File: src/rtl/lr_inference_scheduler.sv
// rtl/lr_inference_scheduler.sv - round-robin front-end sequencer for the logistic regression core
// Optional feature: define LR_SCHED_PERF_CNT_EN to add the perf_count response counter.
module lr_inference_scheduler #(
  parameter int NUM_REQ      = 2,
  parameter int DATA_W       = 32,
  parameter int CORE_LATENCY = 1,
  localparam int ID_W        = $clog2(NUM_REQ)
) (
  input  logic                      clk,
  input  logic                      reset,
  input  logic [NUM_REQ-1:0]        req_valid,
  output logic [NUM_REQ-1:0]        req_ready,
  input  logic [NUM_REQ*DATA_W-1:0] req_feature0,
  input  logic [NUM_REQ*DATA_W-1:0] req_feature1,
  output logic                      rsp_valid,
  input  logic                      rsp_ready,
  output logic [DATA_W-1:0]         rsp_data,
  output logic [ID_W-1:0]           rsp_id,
  output logic                      core_read_enable,
  output logic [DATA_W-1:0]         core_feature0,
  output logic [DATA_W-1:0]         core_feature1,
  input  logic [DATA_W-1:0]         core_result,
  output logic                      busy
`ifdef LR_SCHED_PERF_CNT_EN
  ,output logic [31:0]              perf_count
`endif
);

  localparam int CNT_W = $clog2(CORE_LATENCY + 1);

  typedef enum logic [1:0] {S_IDLE, S_ISSUE, S_WAIT, S_RESP} state_t;

  state_t              r_state;
  state_t              w_next;
  logic [ID_W-1:0]     r_ptr;
  logic [ID_W-1:0]     r_id;
  logic [DATA_W-1:0]   r_f0;
  logic [DATA_W-1:0]   r_f1;
  logic [DATA_W-1:0]   r_data;
  logic [CNT_W-1:0]    r_cnt;
  logic [ID_W-1:0]     w_grant;
  logic [ID_W-1:0]     w_ptr_next;
  logic [ID_W:0]       w_k;
  logic                w_found;
  logic                w_accept;

  // First valid requester at or after the priority pointer, wrapping around.
  always_comb begin
    w_found = 1'b0;
    w_grant = '0;
    w_k     = '0;
    for (int i = 0; i < NUM_REQ; i++) begin
      w_k = {1'b0, r_ptr} + (ID_W+1)'(i);
      if (w_k >= (ID_W+1)'(NUM_REQ)) w_k = w_k - (ID_W+1)'(NUM_REQ);
      if (!w_found && req_valid[w_k[ID_W-1:0]]) begin
        w_found = 1'b1;
        w_grant = w_k[ID_W-1:0];
      end
    end
  end

  assign w_ptr_next = (w_grant == ID_W'(NUM_REQ - 1)) ? '0 : w_grant + ID_W'(1);
  assign w_accept   = (r_state == S_IDLE) && w_found && reset;

  always_ff @(posedge clk or negedge reset) begin
    if (!reset) r_state <= S_IDLE;
    else        r_state <= w_next;
  end

  always_comb begin
    w_next = r_state;
    case (r_state)
      S_IDLE:  if (w_accept) w_next = S_ISSUE;
      S_ISSUE: w_next = S_WAIT;
      S_WAIT:  if (r_cnt == CNT_W'(1)) w_next = S_RESP;
      S_RESP:  if (rsp_ready) w_next = S_IDLE;
      default: w_next = S_IDLE;
    endcase
  end

  always_comb begin
    req_ready        = '0;
    core_read_enable = 1'b0;
    rsp_valid        = 1'b0;
    busy             = (r_state != S_IDLE);
    case (r_state)
      S_IDLE:  if (w_accept) req_ready = NUM_REQ'(1) << w_grant;
      S_ISSUE: core_read_enable = 1'b1;
      S_RESP:  rsp_valid = 1'b1;
      default: ;
    endcase
  end

  always_ff @(posedge clk or negedge reset) begin
    if (!reset) begin
      r_ptr  <= '0;
      r_id   <= '0;
      r_f0   <= '0;
      r_f1   <= '0;
      r_data <= '0;
      r_cnt  <= '0;
    end else begin
      if (w_accept) begin
        r_f0  <= req_feature0[w_grant*DATA_W +: DATA_W];
        r_f1  <= req_feature1[w_grant*DATA_W +: DATA_W];
        r_id  <= w_grant;
        r_ptr <= w_ptr_next;
      end
      if (r_state == S_ISSUE) begin
        r_cnt <= CNT_W'(CORE_LATENCY);
      end else if (r_state == S_WAIT) begin
        r_cnt <= r_cnt - CNT_W'(1);
        if (r_cnt == CNT_W'(1)) r_data <= core_result;
      end
    end
  end

`ifdef LR_SCHED_PERF_CNT_EN
  logic [31:0] r_perf_count;
  always_ff @(posedge clk or negedge reset) begin
    if (!reset)                                r_perf_count <= '0;
    else if (r_state == S_RESP && rsp_ready)   r_perf_count <= r_perf_count + 32'd1;
  end
  assign perf_count = r_perf_count;
`endif

  assign core_feature0 = r_f0;
  assign core_feature1 = r_f1;
  assign rsp_data      = r_data;
  assign rsp_id        = r_id;

endmodule

File: config.mk
export PLATFORM = sky130hd
export DESIGN_NAME = lr_inference_scheduler
export DESIGN_NICKNAME = d
export VERILOG_FILES = /design/src/rtl/lr_inference_scheduler.sv
export SDC_FILE = /design/constraint.sdc
export NUM_CORES = 1
export LEC_CHECK = 0
export CORE_MARGIN = 1.5
export CORE_UTILIZATION = 40
export CTS_CLUSTER_DIAMETER = 40
export CTS_CLUSTER_SIZE = 14
export DETAILED_ROUTE_END_ITERATION = 8
export GPL_TIMING_DRIVEN = 0
export PLACE_DENSITY = 0.85
export SLEW_MARGIN = 5
export SYNTH_ARGS = -nofsm -noshare
export SYNTH_HDL_FRONTEND = slang
export SYNTH_SLANG_ARGS = --single-unit
File: constraint.sdc
create_clock -name clk -period 3.91 [get_ports clk]
set_clock_uncertainty 0.1 [all_clocks]
set_input_delay 0.782 -clock clk [delete_from_list [all_inputs] [get_ports clk]]
set_output_delay 0.782 -clock clk [all_outputs]
set_load 0.005 [all_outputs]
==> results list, run 1 <==
- Combinational logic is responsible for 49.4% of the overall power.
- Entering global routing, the biggest net connects 55 pins.
* Critical setup path kind: in2out
- Worst-Margin Slew: 0.688 ns
* Primary FF master, synth: dfrtp_1
- Post-Syn Nets: 478
- The critical path goes through buf_4 > nand3_1 > a21oi_1 > buf_2 > clkdlybuf4s50_1.
- Across the run, the number of max-cap violations was 0.
- Io pins: 267
- The count of cells in the finished layout, fillers not included, comes to 728.
* Layout-stage area growth over the synthesis result: 71.7%
- Clock share of power: 13.9%
* RSZ-0062 raised after global routing: no
- Largest stage delay, worst path: 0.54 ns
- Antenna violations before repair: 0
* Sequential cell fraction of total power: 36.7%
* Distinct cell type count of the synthesized netlist: 21
* Hold Crit Class: in2async
* Routed WL per cell: 18.5 µm
- From left edge to right edge, the die measures 106 µm.
* Routed Antenna Nets: 0
* Total internal power: 3480 µW
- Fraction of power spent switching nets: 29.7%
- Remaining Overflow, GRT: 0
* Post-placement cell count: 712
* Layout net count: 756
- Yosys warns: 0
- Height of the die: 106 µm
* Clock latency on the worst-skew pair: 0.36 ns
* Leading cell type in the layout, fill and taps excluded: clkdlybuf4s50_1
- TritonCTS Buffers: 9
* Cells after synthesis: 309
* Switching power summed over all nets: 1470 µW
- DRC violation total after the first TritonRoute iteration: 151
- For this block, the routed nets add up to 13.5 mm of wire.
- Data on the critical path is required at its endpoint by 3.03 ns.
- In this run the deepest clock path goes through 2 buffers.
- In the finished design, the share of the clock period the worst path needs comes to 87.5%.
- The worst setup path is captured at a primary output.
* Number of DRC violations after detailed routing: 0
- Vias in the first global route: 4095
* Post-synthesis instance area: 0.00427 mm²
- Hold-fix buffers at CTS: 0
* Count of pins over their slew limit: 0
- Highest-count cells in the layout ignoring fill and taps: clkdlybuf4s50_1, dfrtp_1, a221o_1
* Post-CTS resize count: 0
- Total number of vias: 3824
- After detailed routing, the number of vias per cell comes to 5.25.
* Total half-perimeter wirelength after legalization and detailed placement: 10.4 mm
- Launching element type of the critical path: primary input
- Core Box Area: 0.0103 mm²
- Power per cell area: 676 mW/mm²
- Outcome: finished clean
- The H-tree generated during clock tree synthesis spans 3 levels.
- Share of synthesized area occupied by flip-flops and latches: 59.2%
- The die covers 0.0113 mm².
- Final Total Pwr: 4950 µW
- Count of antenna diodes in the layout: 0
- Share of synthesized registers carrying an async set or reset: 100%
* Gpl congestion: 0.862
- Number of hold violations in the final report: 0
- The first global-routing pass estimated 20.6 mm of wire.
- Once the floorplan was initialized, standard cells occupied 41.3% of the core.
* Reg clk slew, reported paths: 0.10 ns
- Slew margin rel.: 54.1%
- First-pass iteration count of the detailed router: 7
- Cell at the slowest stage of the critical path: clkdlybuf4s50_1
- Data arrives at the worst endpoint at 2.54 ns.
- The count of buffers added on input and output ports is 266.
- The root buffer cell chosen for the clock tree is clkbuf_8.
- In the final layout, the share of cells above drive strength 1 is 12.3%.
- Setup Buffers After CTS: 0
- Number of placement rows: 37
- TritonCTS clock tree: built
- Derived from the worst setup path, the maximum achievable clock frequency is 0.292 GHz.
- Maximum fanout encountered on the critical timing path: 54
* EDFF count, synth: 0
- A synthesized cell averages 13.8 µm².
- The worst path in the final design needs a cycle of 3.42 ns, including I/O delays and setup.
- Sink count of the clock tree: 101
- Total leakage power: 0.00307 µW
* Setup violations, final: 0
* Worst IR drop on VDD: 382 µV
* Total routing resource utilization after global routing: 23.8%
- Counting flops and latches in the post-synthesis netlist gives 101.
## power groups by stage
stage | Combinational [µW] | Sequential (µW) | Clock [µW]
2_1_floorplan | 984 | 1840 | 0
3_3_place_gp | 2390 | 1810 | 0
3_5_place_dp | 2460 | 1830 | 0
4_1_cts | 2480 | 1820 | 703
5_1_grt | 2620 | 1880 | 741
6_report | 2450 | 1820 | 687
## area by class of cell
type / count / area [µm²]
tap: 136 / 170
buffer: 24 / 161
fill: 746 / 3000
sequential: 101 / 2530
inverter: 5 / 18.8
clock inverter: 7 / 78.8
multi-input combinational: 179 / 1560
timing repair buffer: 267 / 2690
clock buffer: 9 / 124
## metrics by stage
stage / util (%) / area [µm²] / setup slack [ns] / hold WS (ns) / setup TNS [ns]
after global placement: 68.8 / 7100 / -2.90 / 0.361 / -349.74
after floorplan: - / 4270 / 1.82 / 0.372 / 0
after global routing: 71.0 / 7330 / 0.307 / 0.379 / 0
final: 71.0 / 7330 / 0.490 / 0.343 / 0
after CTS: 71.0 / 7330 / 0.462 / 0.366 / 0
after detailed placement: 69.0 / 7130 / 0.469 / 0.376 / 0
## cells in the mapped netlist (2+ instances only)
library cell	n	area, µm²
a21o_1	2	15.0
a221o_1	64	641
and2_0	58	363
a21oi_1	3	15.0
clkbuf_1	3	11.3
buf_6	4	45.0
nor2b_1	2	12.5
nand3_1	2	10.0
buf_4	8	60.1
and2_1	6	37.5
inv_1	5	18.8
mux2_2	32	360
ha_1	4	50.1
buf_2	9	45.0
dfrtp_1	101	2530
## routing by layer
metal	vias up	track usage, %	part of all wire [%]
met3	35	7.91	8.6
met1	1882	25.9	37
met5	-	0	0
met2	193	42.1	51
met4	0	10.1	3.3
li1	1714	-	-
## flip-flops by register name, indices dropped and copies added, names as in the netlist
name and flops:
core_feature0 32, core_feature1 32, r_cnt 1, r_ptr 1, r_state 2, rsp_data 32
rsp_id 1
## critical path, delay by kind of cell
family | cells | cell delay [ns]
compound gates | 1 | 0.22
simple gates | 1 | 0.15
buf+inv | 3 | 1.35
## logic make-up (layout without fill, tap and decap cells)
family	after synthesis	in the layout	synth area share, %
multiplexers	33	33	8.71
adder cells (fa/ha/maj)	4	4	1.17
AO/OA/AOI/OAI	72	72	16.6
flip-flops	101	101	59.2
buffers and inverters	29	312	4.22
AND/OR/NAND/NOR	70	70	10.1
## final timing paths
check | startpoint | endpoint | slack, ns | cells after the start
max | reset | req_ready[1] | 0.49 | 5
min | reset | core_feature1[2] | 0.34 | 1
max reg2reg | r_state[0] | r_state[1] | 1.80 | 6
min reg2reg | rsp_id | rsp_id | 0.40 | 1
max in group asynchronous | reset | rsp_data[31] | 2.68 | 2
min in group clk | rsp_id | rsp_id | 0.40 | 1
(Power assumes the default switching activity.)
==> inputs of run 2 (changes only) <==
--- a/config.mk
+++ b/config.mk
@@ -5,6 +5,8 @@
 export SDC_FILE = /design/constraint.sdc
 export NUM_CORES = 1
 export LEC_CHECK = 0
+export ABC_CLOCK_PERIOD_IN_PS = 3910
+export CAP_MARGIN = 20
 export CORE_MARGIN = 1.5
 export CORE_UTILIZATION = 40
 export CTS_CLUSTER_DIAMETER = 40
==> results list, run 2 (same netlist as run 1, synthesis figures left out) <==
- The site row count came to 37 (unchanged).
- The maximum fanout count along the critical path came to 54 (unchanged).
* Final worst path period need: 3.42 ns (unchanged)
* Clock latency on the worst-skew pair: 0.36 ns (about the same)
- Layout-stage area growth over the synthesis result: 71.7% (unchanged)
* Total internal power: 3480 µW (unchanged)
- Dpl cell area: 0.00713 mm² (unchanged)
- Setup repair after global routing left no endpoint under its margin.
- Setup violations, final: 0 (unchanged)
* Total half-perimeter wirelength after legalization and detailed placement: 10.4 mm (unchanged)
* TritonCTS clock tree: built
- The clock-pin slew of the registers on the worst-case setup and hold paths is 0.10 ns (about the same).
- The largest net degree at the start of global routing came to 55 (unchanged).
- Number of violations of the max-capacitance limit: 0 (unchanged)
* Hold Crit Class: in2async
- Clock share of power: 13.9% (about the same)
* Clock Tree Buf Depth: 2 (unchanged)
* Fraction of power spent switching nets: 29.7% (unchanged)
* Power per cell area: 676 mW/mm² (unchanged)
- The final number of max-transition violations was 0 (unchanged).
* Vias per cell: 5.25 (unchanged)
- The routed length per instance came to 18.5 µm (unchanged).
* Total number of vias: 3824 (unchanged)
- Die outline width: 106 µm (unchanged)
- The number of antenna repair diodes came to 0 (unchanged).
- Highest-count cells in the layout ignoring fill and taps: clkdlybuf4s50_1, dfrtp_1, a221o_1
* Worst IR drop on VDD: 382 µV (unchanged)
- Launching element type of the critical path: primary input
- The worst setup path is of the in2out kind.
- Arrival time of data at the critical path endpoint: 2.54 ns (about the same)
- Setup_tns: 0 ns (unchanged)
- Setup ws final: 0.490 ns (unchanged)
- The switching power total came to 1470 µW (unchanged).
- The weighted congestion reported at the end of routability-driven placement was 0.862 (unchanged).
- The tree is rooted in a clkbuf_8.
- Sequential cell fraction of total power: 36.7% (about the same)
- Slew margin rel.: 54.1% (unchanged)
* Die Area: 0.0113 mm² (unchanged)
- Number of hold violations in the final report: 0 (unchanged)
- The initial antenna violation count is 0 (unchanged).
* Outcome: finished clean
* Setup Buffers After CTS: 0 (unchanged)
* Height of the die: 106 µm (unchanged)
- Relative contribution of combinational cells to total power: 49.4% (about the same)
- The leakage power figure is 0.00307 µW (unchanged).
- The fraction of final layout cells with drive strength greater than 1 was 12.3% (unchanged).
- The area of the placeable core is 0.0103 mm² (unchanged).
- Final Total Pwr: 4950 µW (unchanged)
* Max frequency: 0.292 GHz (unchanged)
- The starting DRC count in detailed routing is 151 (unchanged).
- The length of the first detailed-routing pass in iterations was 7 (unchanged).
- Total routing resource utilization after global routing: 23.8% (unchanged)
- The post-placement worst setup slack was 0.469 ns (unchanged).
- Routed Antenna Nets: 0 (unchanged)
* Final std cell area, no fill: 0.00733 mm² (unchanged)
- The number of buffers inserted during clock tree synthesis came to 9 (unchanged).
- The post-cts sizing count came to 0 (unchanged).
- Io pins: 267 (unchanged)
* Final critical-path share of the clock period: 87.5% (unchanged)
- Wire length of the first global-routing pass: 20.6 mm (unchanged)
- The total DRC errors in the routed layout is 0 (unchanged).
* Worst endpoint required time: 3.03 ns (about the same)
- Hold Worst Slack: 0.343 ns (unchanged)
* Max H-tree Level: 3 (unchanged)
- Filler instances: 746 (unchanged)
- STA classifies the critical path endpoint as a primary output.
- Hold-fix buffers at CTS: 0 (unchanged)
* Leading cell type in the layout, fill and taps excluded: clkdlybuf4s50_1
* Worst-Margin Slew: 0.688 ns (unchanged)
* Starting density of the core: 41.3% (unchanged)
- Count of port buffers added during placement: 266 (unchanged)
- Vias in the first global route: 4095 (unchanged)
- Layout net count: 756 (unchanged)
* Total routed wirelength: 13.5 mm (unchanged)
- Sink count of the clock tree: 101 (unchanged)
- The total congestion overflow was 0 (unchanged).
==> run 2: critical path, stage by stage <==
cell	delay, ns
buf_4	0.53
nand3_1	0.15
a21oi_1	0.22
buf_2	0.28
clkdlybuf4s50_1	0.54
==> run 2: power groups by stage <==
| stage | Combinational [µW] | Clock [µW] | Sequential (µW) |
|---|---|---|---|
| floorplan | 984 | 0 | 1840 |
| global placement | 2390 | 0 | 1810 |
| detailed placement | 2460 | 0 | 1830 |
| CTS | 2480 | 703 | 1820 |
| global route | 2620 | 741 | 1880 |
| finish | 2450 | 687 | 1820 |
==> run 2: routing by layer <==
layer  part of all wire [%]  global-route usage (%)  up-vias
met4                    3.3                    10.1        0
met5                      0                       0        -
met2                     51                    42.1      193
met3                    8.6                    7.91       35
met1                     37                    25.9     1882
li1                       -                       -     1714
==> run 2: final timing paths <==
path / startpoint / to / slack [ns] / cells past startpoint
max in group asynchronous: reset / rsp_data[31] / 2.68 / 2
max: reset / req_ready[1] / 0.49 / 5
min reg2reg: rsp_id / rsp_id / 0.40 / 1
min in group clk: rsp_id / rsp_id / 0.40 / 1
min: reset / core_feature1[2] / 0.34 / 1
max reg2reg: r_state[0] / r_state[1] / 1.80 / 6
==> run 2: cell type report <==
cell class,instances,area (µm²),share of cell area [%]
Buffer,24,161,2.20
Clock buffer,9,124,1.69
Clock inverter,7,78.8,1.08
Inverter,5,18.8,0.256
Multi-Input combinational cell,179,1560,21.3
Sequential cell,101,2530,34.5
Tap cell,136,170,2.32
Timing Repair Buffer,267,2690,36.7
==> run 2: stage by stage <==
| stage | instances | util, % |
|---|---|---|
| after floorplan | 309 | - |
| after global placement | 711 | 68.8 |
| after detailed placement | 712 | 69.0 |
| after CTS | 728 | 71.0 |
| after global routing | 728 | 71.0 |
| final | 728 | 71.0 |
==> inputs of run 3 (changes only) <==
--- a/config.mk
+++ b/config.mk
@@ -13,6 +13,7 @@
 export CTS_CLUSTER_SIZE = 14
 export DETAILED_ROUTE_END_ITERATION = 8
 export GPL_TIMING_DRIVEN = 0
+export MAX_ROUTING_LAYER = met4
 export PLACE_DENSITY = 0.85
 export SLEW_MARGIN = 5
 export SYNTH_ARGS = -nofsm -noshare
==> results list, run 3 (same netlist as run 1, synthesis figures left out) <==
* Launching element type of the critical path: primary input
- Total routed wirelength: 13.4 mm (about the same)
- TritonCTS built the clock tree.
- The number of vias after detailed routing was 3787 (-0.97%).
- The full die area is 0.0113 mm² (unchanged).
* Clock Tree Buf Depth: 2 (unchanged)
- Register-to-Register Setup Slack: 1.80 ns (about the same)
- Capturing element type of the critical path: primary output
* Count of port buffers added during placement: 266 (unchanged)
- The final number of max-transition violations was 0 (unchanged).
- Fraction of layout instances using a drive strength above 1: 12.3% (unchanged)
* Worst IR drop on VDD: 382 µV (about the same)
* Setup violations, final: 0 (unchanged)
- Height of the die: 106 µm (unchanged)
* Wire length of the first global-routing pass: 20.6 mm (about the same)
* Number of DRC violations after detailed routing: 0 (unchanged)
* Layout net count: 756 (unchanged)
- Setup repair after global routing left no endpoint under its margin.
- Total routing resource utilization after global routing: 24.5% (+0.71 points)
- Maximum fanout encountered on the critical timing path: 54 (unchanged)
- Number of violations of the max-capacitance limit: 0 (unchanged)
- In this run the critical register-to-register path is launched from r_state[0].
* Layout-stage area growth over the synthesis result: 71.7% (unchanged)
- The leakage power figure was 0.00307 µW (unchanged).
- Sink count of the clock tree: 101 (unchanged)
* Starting density of the core: 41.3% (unchanged)
- Io pins: 267 (unchanged)
* Core Box Area: 0.0103 mm² (unchanged)
- Clock root buffer master: clkbuf_8
- The endpoint identified for the worst register-to-register timing path is r_state[1].
* Clock latency on the worst-skew pair: 0.36 ns (about the same)
- Post-placement cell count: 712 (unchanged)
- DRC violation total after the first TritonRoute iteration: 172 (+14%)
* Final std cell area, no fill: 0.00733 mm² (unchanged)
* TritonCTS Buffers: 9 (unchanged)
* Setup Buffers After CTS: 0 (unchanged)
- Worst endpoint required time: 3.03 ns (about the same)
- Max H-tree Level: 3 (unchanged)
- Antenna violations before repair: 0 (unchanged)
* Critical setup path kind: in2out
- Highest-count cells in the layout ignoring fill and taps: clkdlybuf4s50_1, dfrtp_1, a221o_1
* Number of hold violations in the final report: 0 (unchanged)
- The count of nets left with antenna violations after detail routing is 0 (unchanged).
* Reg clk slew, reported paths: 0.10 ns (about the same)
- The largest net degree at the start of global routing came to 55 (unchanged).
- The power density over the cells was 676 mW/mm² (about the same).
- The count of non-filler cells in the finished layout is 728 (unchanged).
- Worst-Margin Slew: 0.684 ns (-0.00433 ns)
* Die outline width: 106 µm (unchanged)
* Remaining Overflow, GRT: 0 (unchanged)
* Depth of the worst register-to-register path: 6 (unchanged)
* Filler instances: 746 (unchanged)
* Total half-perimeter wirelength after legalization and detailed placement: 10.4 mm (unchanged)
- Leading cell type in the layout, fill and taps excluded: clkdlybuf4s50_1
- Final critical-path share of the clock period: 87.1% (-0.34 points)
* Count of antenna diodes in the layout: 0 (unchanged)
* Vias in the first global route: 4094 (-0.024%)
- The data arrival time of the worst path is 2.52 ns (-0.02 ns).
- The via density per instance came to 5.20 (-0.97%).
* Max frequency: 0.294 GHz (+0.39%)
- The post-layout minimum cycle time was 3.41 ns (-0.0134 ns).
* Post-CTS resize count: 0 (unchanged)
- The min-delay analysis places its worst path in the category in2async.
- The length of the first detailed-routing pass in iterations was 6 (-1).
- Slew margin rel.: 54.4% (+0.29 points)
* Dpl cell area: 0.00713 mm² (unchanged)
- The weighted congestion reported at the end of routability-driven placement was 0.875 (+1.6%).
- Outcome: finished clean
- The routed length per instance came to 18.5 µm (about the same).
- Hold-fix buffers at CTS: 0 (unchanged)
- Number of placement rows: 37 (unchanged)
[run 3: cell counts in the layout (fill, tap and decap cells not counted)]
Identical to the previous run, type by type.
[run 3: how the worst max path moves through the flow]
stage          startpoint            to  slack, ns  cells after the start
2_1_floorplan       reset  req_ready[1]       1.82                      3
3_3_place_gp        reset  req_ready[1]      -2.90                      5
3_5_place_dp        reset  req_ready[0]       0.47                      5
4_1_cts             reset  req_ready[0]       0.46                      5
5_1_grt             reset  req_ready[0]       0.30                      5
6_report            reset  req_ready[0]       0.50                      5
[run 3: worst max-delay path, cell delays in order]
cell and delay (ns):
buf_4 0.53, nand3_1 0.16, a21oi_1 0.22, buf_2 0.26, clkdlybuf4s50_1 0.54
[run 3: metrics by stage]
stage / setup WS [ns] / util (%) / hold WS (ns) / setup TNS [ns] / power (µW)
2_1_floorplan: 1.82 / - / 0.372 / 0 / 2820
3_3_place_gp: -2.90 / 68.8 / 0.361 / -349.74 / 4190
3_5_place_dp: 0.469 / 69.0 / 0.376 / 0 / 4300
4_1_cts: 0.462 / 71.0 / 0.366 / 0 / 5000
5_1_grt: 0.302 / 71.0 / 0.382 / 0 / 5230
6_report: 0.504 / 71.0 / 0.344 / 0 / 4950
[run 3: power by group]
part / switching (µW) / leakage [µW] / internal, µW
clock: 380 / 0.000105 / 306
combinational: 818 / 0.00173 / 1630
sequential: 272 / 0.00123 / 1550
[run 3: cell type report]
class / count / area, µm² / area share, %
repair buffers: 267 / 2690 / 36.7
flip-flops and latches: 101 / 2530 / 34.5
multi-input cells: 179 / 1560 / 21.3
well taps: 136 / 170 / 2.32
plain buffers: 24 / 161 / 2.20
clock buffers: 9 / 124 / 1.69
clock inverters: 7 / 78.8 / 1.08
inverters: 5 / 18.8 / 0.256
[run 3: metal layers]
layer	share of wire, %	GRT usage, %	up-vias
met3	7.8	6.56	29
met4	2.8	10.1	0
li1	-	-	1713
met1	38	26.7	1853
met5	0	-	-
met2	52	42.3	192
